## config.mk

```make
export PLATFORM = sky130hd
export DESIGN_NAME = object_renderer_flat
export DESIGN_NICKNAME = d
export VERILOG_FILES = /design/src/rtl/object_renderer_pkg.sv /design/src/rtl/object_renderer_if.sv /design/src/rtl/object_renderer_motion_axis.sv /design/src/rtl/object_renderer.sv /design/src/flat_wrapper.sv
export SDC_FILE = /design/constraint.sdc
export NUM_CORES = 1
export LEC_CHECK = 0
export CAP_MARGIN = 20
export CORE_ASPECT_RATIO = 1.2
export CORE_MARGIN = 8
export CORE_UTILIZATION = 50
export DETAILED_ROUTE_END_ITERATION = 16
export PLACE_DENSITY = 0.83
export SLEW_MARGIN = 0
export SYNTH_ARGS = -nofsm -noshare
export SYNTH_HDL_FRONTEND = slang
export SYNTH_SLANG_ARGS = --single-unit
export TNS_END_PERCENT = 5
```

## constraint.sdc

```tcl
create_clock -name pixel_clk -period 8.1 [get_ports pixel_clk]
set_input_delay 2.025 -clock pixel_clk [delete_from_list [all_inputs] [get_ports pixel_clk]]
set_output_delay 2.025 -clock pixel_clk [all_outputs]
set_load 0.01 [all_outputs]
```

## src/rtl/object_renderer_pkg.sv

```systemverilog
// Shared definitions for the object renderer: 640x480 defaults, colours,
// FSM encoding and the saturating hit counter helper.
package object_renderer_pkg;

    localparam int H_PIXELS_DEF = 640;
    localparam int V_PIXELS_DEF = 480;
    localparam int OBJ_SIZE_DEF = 32;
    localparam int STEP_DEF     = 2;
    localparam int START_X_DEF  = 304;
    localparam int START_Y_DEF  = 224;

    // Positions are signed so a move past zero is visible before clamping
    localparam int POS_W = 16;

    typedef struct packed {
        logic [7:0] red;
        logic [7:0] green;
        logic [7:0] blue;
    } rgb_t;

    localparam rgb_t COLOUR_OBJECT     = 24'hFF_FF_00;
    localparam rgb_t COLOUR_BACKGROUND = 24'h00_00_40;
    localparam rgb_t COLOUR_BLACK      = 24'h00_00_00;

    localparam logic [0:0] ST_MANUAL = 1'b0;
    localparam logic [0:0] ST_BOUNCE = 1'b1;

    function automatic logic [15:0] sat_add_hits(input logic [15:0] base, input logic [1:0] inc);
        logic [16:0] sum;
        sum = {1'b0, base} + {15'b0, inc};
        return sum[16] ? 16'hFFFF : sum[15:0];
    endfunction

endpackage

```

## src/rtl/object_renderer_if.sv

```systemverilog
// Video bundle between the timing generator side and the renderer:
// timing/coordinate inputs and the delayed syncs plus colour outputs.
interface object_renderer_if;

    logic        h_sync_in;
    logic        v_sync_in;
    logic        disp_ena;
    logic [31:0] column;
    logic [31:0] row;
    logic        h_sync;
    logic        v_sync;
    logic [7:0]  red;
    logic [7:0]  green;
    logic [7:0]  blue;

    modport master (
        output h_sync_in, v_sync_in, disp_ena, column, row,
        input  h_sync, v_sync, red, green, blue
    );

    modport slave (
        input  h_sync_in, v_sync_in, disp_ena, column, row,
        output h_sync, v_sync, red, green, blue
    );

endinterface

```

## src/rtl/object_renderer_motion_axis.sv

```systemverilog
// One axis of object motion: manual stepping with clamping, or bouncing
// between 0 and bound with direction reversal and a hit pulse.
module motion_axis
    import object_renderer_pkg::*;
#(
    parameter int bound = 608,
    parameter int step  = 2,
    parameter int start = 304
) (
    input  logic                    pixel_clk,
    input  logic                    reset_n,
    input  logic                    frame_tick,
    input  logic                    bounce,
    input  logic                    btn_inc,
    input  logic                    btn_dec,
    output logic signed [POS_W-1:0] pos,
    output logic                    dir_pos,
    output logic                    hit
);

    localparam logic signed [POS_W-1:0] BOUND_S = POS_W'(bound);
    localparam logic signed [POS_W-1:0] STEP_S  = POS_W'(step);
    localparam logic signed [POS_W-1:0] NSTEP_S = -STEP_S;
    localparam logic signed [POS_W-1:0] START_S = POS_W'(start);
    localparam logic signed [POS_W-1:0] ZERO_S  = POS_W'(0);

    logic signed [POS_W-1:0] pos_r;
    logic signed [POS_W-1:0] move_s;
    logic signed [POS_W-1:0] cand_s;
    logic signed [POS_W-1:0] pos_next_s;
    logic                    dir_r;
    logic                    dir_next_s;
    logic                    hit_s;

    // Next position/direction; reaching a bound while bouncing counts as a hit
    always_comb begin
        move_s     = ZERO_S;
        pos_next_s = pos_r;
        dir_next_s = dir_r;
        hit_s      = 1'b0;
        if (bounce) begin
            move_s = dir_r ? STEP_S : NSTEP_S;
        end else if (btn_inc && !btn_dec) begin
            move_s = STEP_S;
        end else if (btn_dec && !btn_inc) begin
            move_s = NSTEP_S;
        end else begin
            move_s = ZERO_S;
        end
        cand_s = pos_r + move_s;
        if (bounce) begin
            if (dir_r && (cand_s >= BOUND_S)) begin
                pos_next_s = BOUND_S;
                dir_next_s = 1'b0;
                hit_s      = 1'b1;
            end else if (!dir_r && (cand_s <= ZERO_S)) begin
                pos_next_s = ZERO_S;
                dir_next_s = 1'b1;
                hit_s      = 1'b1;
            end else begin
                pos_next_s = cand_s;
            end
        end else if (cand_s > BOUND_S) begin
            pos_next_s = BOUND_S;
        end else if (cand_s < ZERO_S) begin
            pos_next_s = ZERO_S;
        end else begin
            pos_next_s = cand_s;
        end
    end

    // Position only moves on the frame tick, keeping it stable while drawing
    always_ff @(posedge pixel_clk) begin
        if (!reset_n) begin
            pos_r <= START_S;
            dir_r <= 1'b1;
        end else if (frame_tick) begin
            pos_r <= pos_next_s;
            dir_r <= dir_next_s;
        end else begin
            pos_r <= pos_r;
            dir_r <= dir_r;
        end
    end

    assign pos     = pos_r;
    assign dir_pos = dir_r;
    assign hit     = hit_s & frame_tick;

endmodule

```

## src/rtl/object_renderer.sv

```systemverilog
// Draws a movable square over the incoming video timing; the object is moved
// once per frame, manually by buttons or bouncing off the screen edges.
module object_renderer
    import object_renderer_pkg::*;
#(
    parameter int   h_pixels = H_PIXELS_DEF,
    parameter int   v_pixels = V_PIXELS_DEF,
    parameter int   obj_size = OBJ_SIZE_DEF,
    parameter int   step     = STEP_DEF,
    parameter int   start_x  = START_X_DEF,
    parameter int   start_y  = START_Y_DEF,
    parameter logic h_pol    = 1'b0,
    parameter logic v_pol    = 1'b0
) (
    input  logic                pixel_clk,
    input  logic                reset_n,
    object_renderer_if.slave    vid,
    input  logic                btn_up,
    input  logic                btn_down,
    input  logic                btn_left,
    input  logic                btn_right,
    input  logic                mode,
    output logic [15:0]         hits
);

    localparam logic [31:0] OBJ_SIZE_U = 32'(obj_size);

    logic                    h_sync_r;
    logic                    v_sync_r;
    logic                    v_prev_r;
    logic                    frame_tick_s;
    logic [0:0]              state_r;
    logic [0:0]              state_next_s;
    logic                    bounce_s;
    logic signed [POS_W-1:0] x_s;
    logic signed [POS_W-1:0] y_s;
    logic                    dx_pos_s;
    logic                    dy_pos_s;
    logic                    hit_x_s;
    logic                    hit_y_s;
    logic [1:0]              hit_inc_s;
    logic [15:0]             hits_r;
    logic [31:0]             x_u_s;
    logic [31:0]             y_u_s;
    logic                    inside_s;
    rgb_t                    colour_r;

    // Sync delay line; v_prev_r holds the edge-detect history
    always_ff @(posedge pixel_clk) begin
        if (!reset_n) begin
            h_sync_r <= ~h_pol;
            v_sync_r <= ~v_pol;
            v_prev_r <= ~v_pol;
        end else begin
            h_sync_r <= vid.h_sync_in;
            v_sync_r <= vid.v_sync_in;
            v_prev_r <= v_sync_r;
        end
    end

    assign frame_tick_s = (v_sync_r == v_pol) && (v_prev_r != v_pol);
    assign state_next_s = mode ? ST_BOUNCE : ST_MANUAL;
    assign bounce_s     = (state_next_s == ST_BOUNCE);

    // Mode is sampled only at the frame tick
    always_ff @(posedge pixel_clk) begin
        if (!reset_n) begin
            state_r <= ST_MANUAL;
        end else if (frame_tick_s) begin
            state_r <= state_next_s;
        end else begin
            state_r <= state_r;
        end
    end

    motion_axis #(.bound(h_pixels - obj_size), .step(step), .start(start_x)) u_axis_x (
        .pixel_clk  (pixel_clk),
        .reset_n    (reset_n),
        .frame_tick (frame_tick_s),
        .bounce     (bounce_s),
        .btn_inc    (btn_right),
        .btn_dec    (btn_left),
        .pos        (x_s),
        .dir_pos    (dx_pos_s),
        .hit        (hit_x_s)
    );

    motion_axis #(.bound(v_pixels - obj_size), .step(step), .start(start_y)) u_axis_y (
        .pixel_clk  (pixel_clk),
        .reset_n    (reset_n),
        .frame_tick (frame_tick_s),
        .bounce     (bounce_s),
        .btn_inc    (btn_down),
        .btn_dec    (btn_up),
        .pos        (y_s),
        .dir_pos    (dy_pos_s),
        .hit        (hit_y_s)
    );

    assign hit_inc_s = {1'b0, hit_x_s} + {1'b0, hit_y_s};

    // Wall-bounce counter; a corner adds two in one tick
    always_ff @(posedge pixel_clk) begin
        if (!reset_n) begin
            hits_r <= 16'h0000;
        end else begin
            hits_r <= sat_add_hits(hits_r, hit_inc_s);
        end
    end

    // Positions are clamped non-negative, so zero extension is exact
    assign x_u_s    = {{(32 - POS_W){1'b0}}, x_s};
    assign y_u_s    = {{(32 - POS_W){1'b0}}, y_s};
    assign inside_s = (vid.column >= x_u_s) && (vid.column < x_u_s + OBJ_SIZE_U) &&
                      (vid.row >= y_u_s) && (vid.row < y_u_s + OBJ_SIZE_U);

    // Colour register, one cycle behind the coordinates like the syncs
    always_ff @(posedge pixel_clk) begin
        if (!reset_n) begin
            colour_r <= COLOUR_BLACK;
        end else if (!vid.disp_ena) begin
            colour_r <= COLOUR_BLACK;
        end else if (inside_s) begin
            colour_r <= COLOUR_OBJECT;
        end else begin
            colour_r <= COLOUR_BACKGROUND;
        end
    end

    assign vid.h_sync = h_sync_r;
    assign vid.v_sync = v_sync_r;
    assign vid.red    = colour_r.red;
    assign vid.green  = colour_r.green;
    assign vid.blue   = colour_r.blue;
    assign hits       = hits_r;

endmodule

```

## src/flat_wrapper.sv

```systemverilog
// flat-port wrapper written by rule: the top's interface ports become plain ports
module object_renderer_flat import object_renderer_pkg::*;
#(
    parameter int   h_pixels = H_PIXELS_DEF,
    parameter int   v_pixels = V_PIXELS_DEF,
    parameter int   obj_size = OBJ_SIZE_DEF,
    parameter int   step     = STEP_DEF,
    parameter int   start_x  = START_X_DEF,
    parameter int   start_y  = START_Y_DEF,
    parameter logic h_pol    = 1'b0,
    parameter logic v_pol    = 1'b0
)
  (pixel_clk, reset_n, btn_up, btn_down, btn_left, btn_right, mode, hits, vid_h_sync_in, vid_v_sync_in, vid_disp_ena, vid_column, vid_row, vid_h_sync, vid_v_sync, vid_red, vid_green, vid_blue);
  object_renderer_if vid_i ();
  input  logic pixel_clk;
  input  logic reset_n;
  input  logic btn_up;
  input  logic btn_down;
  input  logic btn_left;
  input  logic btn_right;
  input  logic mode;
  output logic [15:0] hits;
  input wire logic [$bits(vid_i.h_sync_in)-1:0] vid_h_sync_in;
  input wire logic [$bits(vid_i.v_sync_in)-1:0] vid_v_sync_in;
  input wire logic [$bits(vid_i.disp_ena)-1:0] vid_disp_ena;
  input wire logic [$bits(vid_i.column)-1:0] vid_column;
  input wire logic [$bits(vid_i.row)-1:0] vid_row;
  output wire logic [$bits(vid_i.h_sync)-1:0] vid_h_sync;
  output wire logic [$bits(vid_i.v_sync)-1:0] vid_v_sync;
  output wire logic [$bits(vid_i.red)-1:0] vid_red;
  output wire logic [$bits(vid_i.green)-1:0] vid_green;
  output wire logic [$bits(vid_i.blue)-1:0] vid_blue;
  assign vid_i.h_sync_in = vid_h_sync_in;
  assign vid_i.v_sync_in = vid_v_sync_in;
  assign vid_i.disp_ena = vid_disp_ena;
  assign vid_i.column = vid_column;
  assign vid_i.row = vid_row;
  assign vid_h_sync = vid_i.h_sync;
  assign vid_v_sync = vid_i.v_sync;
  assign vid_red = vid_i.red;
  assign vid_green = vid_i.green;
  assign vid_blue = vid_i.blue;
  object_renderer #(.h_pixels(h_pixels), .v_pixels(v_pixels), .obj_size(obj_size), .step(step), .start_x(start_x), .start_y(start_y), .h_pol(h_pol), .v_pol(v_pol)) u_core (.pixel_clk(pixel_clk), .reset_n(reset_n), .vid(vid_i), .btn_up(btn_up), .btn_down(btn_down), .btn_left(btn_left), .btn_right(btn_right), .mode(mode), .hits(hits));
endmodule
```

# Yosys cells after proc, flatten, opt, wreduce, memory -nomap -nowiden
# Cells that the tools add are included.
# totals
regBits	77
inputBits	74
output_inout_bits	42
word_cells	86
# classes
add_sub_neg	6
n_lt_le_gt_ge	12
muxes	31
n_bitwise	3
n_reduce_logical	23
# ops
cell	count
16-bit two-way mux	19
32-bit by 16-bit >= comparator with 1-bit output	2
32-bit less-than comparator	2
16-bit by 6-bit adder with 17-bit output, second input constant	2
16-bit adder	2
16-bit by 1-bit <= comparator with 1-bit output, second input constant	2
16-bit by 1-bit less-than comparator with 1-bit output, second input constant	2
24-bit two-way mux	1
16-bit by 2-bit adder with 17-bit output	1
16-bit by 10-bit >= comparator with 1-bit output, second input constant	1
16-bit by 11-bit >= comparator with 1-bit output, second input constant	1
16-bit by 10-bit > comparator with 1-bit output, second input constant	1
16-bit by 11-bit > comparator with 1-bit output, second input constant	1
1-bit logical AND	12
1-bit two-way mux	11
1-bit zero test	6
3-bit AND reduction	2
2-bit nonzero test	2
1-bit by 1-bit adder with 2-bit output	1
1-bit bitwise AND	2
2-bit AND reduction	1
1-bit NOT	1

# Logic depth before layout (Yosys ltp)
# depth
depth_word	15
ltp_mapped	22

# Cells and area by module
# From an unflattened synthesis, not the netlist that was laid out.
# unflattened
hier_cells	788
hier_area_um2	6322.3
# modules_own_cells
mod	instances	cells_each	area_each_um2	seq_area_each_um2
object_renderer	1	347	2770.2	420.4
motion_axis (u_core.u_axis_y)	1	215	1801.7	320.3
motion_axis (u_core.u_axis_x)	1	226	1750.4	320.3

# Worst setup path before layout
# OpenSTA, ideal clock, no wires.
# synth_path
kind	input to register
from	input port btn_down
to	register u_core.hits_r[10] (netlist: u_core.hits[10])
setup_time_ns	0.071
t_arrival_ns	6.449
t_required_ns	8.029
setup_slack_ns	1.580
path_stages	21
n_path_buf	2
cell_sequence	inv_1 ha_1 a21oi_1 inv_1 ha_1 buf_6 a21o_1 a31o_1 or3_1 o211ai_2 o211ai_2 or4_4 a21oi_4 nor2_1 nor2_1 fa_1 ha_1 nand4_1 or3_1 clkbuf_1 a21oi_1
# synth_between
elab_chain_len	15
word_cells_on_any_way	18
# synth_rtl
item	line	text
start: declaration	flat_wrapper.sv:18	input logic btn_down;
1-bit zero test	object_renderer_motion_axis.sv:45	end else if (btn_dec && !btn_inc) begin
1-bit logical AND	object_renderer_motion_axis.sv:45	
16-bit two-way mux	object_renderer_motion_axis.sv:45	
16-bit two-way mux (*)	object_renderer_motion_axis.sv:43	end else if (btn_inc && !btn_dec) begin
16-bit two-way mux (*)	object_renderer_motion_axis.sv:41	if (bounce) begin
16-bit adder (*)	object_renderer_motion_axis.sv:50	cand_s = pos_r + move_s;
16-bit by 1-bit <= comparator with 1-bit output	object_renderer_motion_axis.sv:56	end else if (!dir_r && (cand_s <= ZERO_S)) begin
1-bit logical AND	object_renderer_motion_axis.sv:56	
1-bit two-way mux	object_renderer_motion_axis.sv:56	
1-bit two-way mux (*)	object_renderer_motion_axis.sv:52	if (dir_r && (cand_s >= BOUND_S)) begin
1-bit two-way mux (*)	object_renderer_motion_axis.sv:51	if (bounce) begin
1-bit bitwise AND (*)	object_renderer_motion_axis.sv:88	assign hit = hit_s & frame_tick;
named net u_core.hit_y_s	object_renderer.sv:40	logic hit_y_s;
1-bit by 1-bit adder with 2-bit output (*)	object_renderer.sv:100	assign hit_inc_s = {1'b0, hit_x_s} + {1'b0, hit_y_s};
16-bit by 2-bit adder with 17-bit output (*)	object_renderer_pkg.sv:30	sum = {1'b0, base} + {15'b0, inc};
16-bit two-way mux (*)	object_renderer_pkg.sv:31	return sum[16] ? 16'hFFFF : sum[15:0];
end signal: assignment	object_renderer.sv:107	hits_r <= sat_add_hits(hits_r, hit_inc_s);
end: declaration	object_renderer.sv:42	logic [15:0] hits_r;
# The timed path passes the listed nets; every way through them passes the cells marked *.
# A chain may end at the register's enable or synchronous reset.

# Final worst setup path
# layout_path
from	input port mode
to	register u_core.hits_r[4] (netlist: u_core.hits[4])
# layout_between
elab_chain_len	12
word_cells_on_any_way	24
# layout_rtl
item	line	text
start: declaration	flat_wrapper.sv:21	input logic mode;
1-bit two-way mux (*)	object_renderer.sv:62	assign state_next_s = mode ? ST_BOUNCE : ST_MANUAL;
16-bit two-way mux	object_renderer_motion_axis.sv:41	
16-bit adder	object_renderer_motion_axis.sv:50	
16-bit by 1-bit <= comparator with 1-bit output	object_renderer_motion_axis.sv:56	
1-bit logical AND	object_renderer_motion_axis.sv:56	
1-bit two-way mux	object_renderer_motion_axis.sv:56	
1-bit two-way mux	object_renderer_motion_axis.sv:52	
1-bit two-way mux (*)	object_renderer_motion_axis.sv:51	
1-bit bitwise AND (*)	object_renderer_motion_axis.sv:88	
named net u_core.hit_x_s	object_renderer.sv:39	logic hit_x_s;
1-bit by 1-bit adder with 2-bit output (*)	object_renderer.sv:100	
16-bit by 2-bit adder with 17-bit output (*)	object_renderer_pkg.sv:30	
16-bit two-way mux (*)	object_renderer_pkg.sv:31	
# Marked as above.

==> results.json <==
{
  "intPower_mw": 0.533,
  "path_delay_family": "simple AND/OR/NAND/NOR gates",
  "ctsResizeCount": 0,
  "worstPathMaxFanout": 14,
  "cts_tree": "done",
  "syn_area_um2": 6080,
  "switching_share": 0.365,
  "drive_gt1_frac": 0.0348,
  "synth_xor_area_frac": 0.0660,
  "start_util": 0.507,
  "leakagePower_nw": 2.91,
  "ant_nets": 0,
  "grt_start_max_net_pins": 21,
  "vias_per_cell": 5.90,
  "cp.required_ns": 8.33,
  "ys_async_sr_fraction": 0,
  "irDropWorstVdd_mv": 0.0893,
  "cp_slowest_cell": "or3_1",
  "portBuffers": 106,
  "power.share.combinational": 0.393,
  "finalHoldViolations": 0,
  "track_usage": 0.209,
  "drc_errors": 0,
  "status": "finished clean",
  "sequentialPowerShare": 0.338,
  "setup_viol_count_final": 0,
  "drtIter0Drc": 355,
  "post-route-min-period_ns": 7.54,
  "ys_seq_area_frac": 0.174,
  "end_kind": "flip-flop",
  "dp_cells": 1016,
  "drv_cap": 0,
  "hpwl_mm": 13.7,
  "ys_seq_elements": 53,
  "crit_chain": "clkdlybuf4s50_1 > buf_4 > nor2b_1 > nor2_1 > inv_1 > ha_1 > a211oi_1 > o31a_1 > a221o_1 > nand3_1 > nor4_1 > a31oi_1 > mux2_2 > nor2_1 > fa_1 > ha_1 > nand4_1 > or3_1 > o21a_1 > nor2_1",
  "synthAdderAreaFrac": 0.191,
  "cp.buffers_inverters": 3,
  "grt_overflow": 0,
  "via_count": 6040,
  "clk_latency_ns": 0.30,
  "yosysUniqueCellTypes": 80,
  "finalWorstSetupSlack_ns": 0.556,
  "tns_ns": 0,
  "wire_per_inst_um": 16.3,
  "yosys_most_used_dff": "dfxtp_1",
  "ys_warn_count": 0,
  "clk_pin_slew_ns": 0.07,
  "die_area_um2": 16000,
  "clockPowerShare": 0.269,
  "max_slew_margin": 0.294,
  "cts_made_buffers": 5,
  "cts_root_buffer": "clkbuf_16",
  "p_per_area_nw_per_um2": 115,
  "cts_hold_buf": 0,
  "synth_mux_area_frac": 0.00843,
  "largest_reg_flops": 16,
  "path_class": "in2reg",
  "maxSlewViolCount": 0,
  "synth-simple-area-share": 0.216,
  "final_common_cell": "clkdlybuf4s50_1",
  "post_cts_buffers": 0,
  "rsz0062_at_grt": "no",
  "grt_pass1_wl_mm": 27.5,
  "cts.path.max_buffers": 2,
  "hold_path.class": "reg2reg",
  "gp_congestion": 0.937,
  "fp.dieH_um": 137,
  "stdcell_count": 1024,
  "synth_edf_count": 0,
  "dpl_cell_area_um2": 7130,
  "area_growth_pct": 19.7,
  "layout_common_cells": "clkdlybuf4s50_1 (106), ha_1 (88), inv_1 (62), nand2_1 (60), nor2_1 (54)",
  "timing.final.crit_share": 0.931,
  "grt_pass1_vias": 5909,
  "drtPass1Iterations": 7,
  "synth_compound_area_frac": 0.264,
  "p_switching_mw": 0.306,
  "fmaxAchievable_mhz": 133,
  "cp-start-kind": "input port",
  "synth_top_family_by_area": "compound AO/OA/AOI/OAI gates",
  "fin_nets": 1027,
  "grt_antenna_before_repair": 0,
  "power_mw": 0.839,
  "h-tree-depth": 2,
  "rows": 44,
  "syn_inst": 783,
  "num_antenna_cells": 0,
  "syn_area_per_cell_um2": 7.77,
  "clock_sinks": 53,
  "num-fill-cells": 1130,
  "wl_mm": 16.7,
  "pin_count": 116,
  "cp_slowest_stage_delay_ns": 0.60,
  "finClkSkew_ns": 0.00535,
  "crit_top_cell": "nor2_1",
  "crit_arrival_ns": 7.78,
  "worstMarginPinSlew_ns": 1.06,
  "core_area_um2": 12000,
  "fin_area_um2": 7280,
  "die_w_um": 117,
  "dp_slack_ns": 0.349
}
## final timing paths
| kind | startpoint | to | slack, ns | cells past startpoint |
|---|---|---|---|---|
| max | mode | u_core.hits[4] | 0.56 | 20 |
| min | u_core.vid.v_sync | u_core.v_prev_r | 0.49 | 1 |
| max reg2reg | u_core.u_axis_y.dir_pos | u_core.hits[4] | 2.51 | 19 |
| min reg2reg | u_core.vid.v_sync | u_core.v_prev_r | 0.49 | 1 |
## layout make-up
| cell class | instances | area, µm² | share of cell area |
|---|---|---|---|
| Sequential cell | 53 | 1060 | 0.146 |
| Inverter | 62 | 233 | 0.0320 |
| Clock buffer | 5 | 125 | 0.0172 |
| Tap cell | 161 | 201 | 0.0277 |
| Clock inverter | 3 | 25.0 | 0.00344 |
| Timing Repair Buffer | 108 | 1080 | 0.148 |
| Multi-Input combinational cell | 632 | 4560 | 0.626 |
## stage by stage
stage	util	hold slack, ns
floorplan	-	0.463
global placement	0.594	0.478
detailed placement	0.594	0.479
CTS	0.607	0.502
global route	0.607	0.542
finish	0.607	0.491
## Yosys cell counts (all sizes together) (15+ instances only)
cell type,n,area share
a211oi,18,0.022
a21oi,46,0.043
buf,26,0.031
clkbuf,16,0.0099
dfxtp,53,0.17
ha,88,0.18
inv,62,0.038
nand2,60,0.037
nand3,28,0.023
nand4,19,0.020
nor2,54,0.033
nor3,22,0.018
o21a,15,0.019
o21ai,48,0.039
xnor2,35,0.052
## power by group through the flow
| stage | clock (mW) | sequential (mW) | combinational, mW |
|---|---|---|---|
| 2_1_floorplan | 0 | 0.285 | 0.229 |
| 3_3_place_gp | 0 | 0.289 | 0.317 |
| 3_5_place_dp | 0 | 0.289 | 0.324 |
| 4_1_cts | 0.231 | 0.283 | 0.326 |
| 5_1_grt | 0.240 | 0.285 | 0.369 |
| 6_report | 0.226 | 0.283 | 0.330 |
## layer usage
| layer | vias up | track usage | wire [µm] |
|---|---|---|---|
| met3 | 32 | 0.0230 | 692 |
| met2 | 159 | 0.397 | 8650 |
| met1 | 2807 | 0.231 | 6880 |
| met5 | - | 0 | 0 |
| met4 | 0 | 0.0777 | 483 |
| li1 | 3042 | - | - |
## worst register-to-register path: stages, from the launching register on
cell	delay [ns]
dfxtp_1	0.55
nor2_1	0.12
a21oi_1	0.34
inv_1	0.35
ha_1	0.47
a21o_1	0.23
a31oi_2	0.24
a211o_1	0.16
nand3_1	0.13
or4_1	0.57
or4_4	0.46
a21oi_4	0.22
nor2_1	0.11
nor2_1	0.13
fa_1	0.20
ha_1	0.23
nand4_1	0.16
or3_1	0.60
o21a_1	0.19
nor2_1	0.07
## cell families (layout without fill, tap and decap cells)
kind of cell	after synthesis	in the layout
AOI/OAI and AO/OA	228	228
buffers and inverters	104	178
and+or+nand+nor	256	256
DFF	53	53
other	1	7
adders and majority gates	91	91
xor gates and xnor gates	45	45
muxes	5	5
Note: power is estimated with default switching activity, not from simulation.
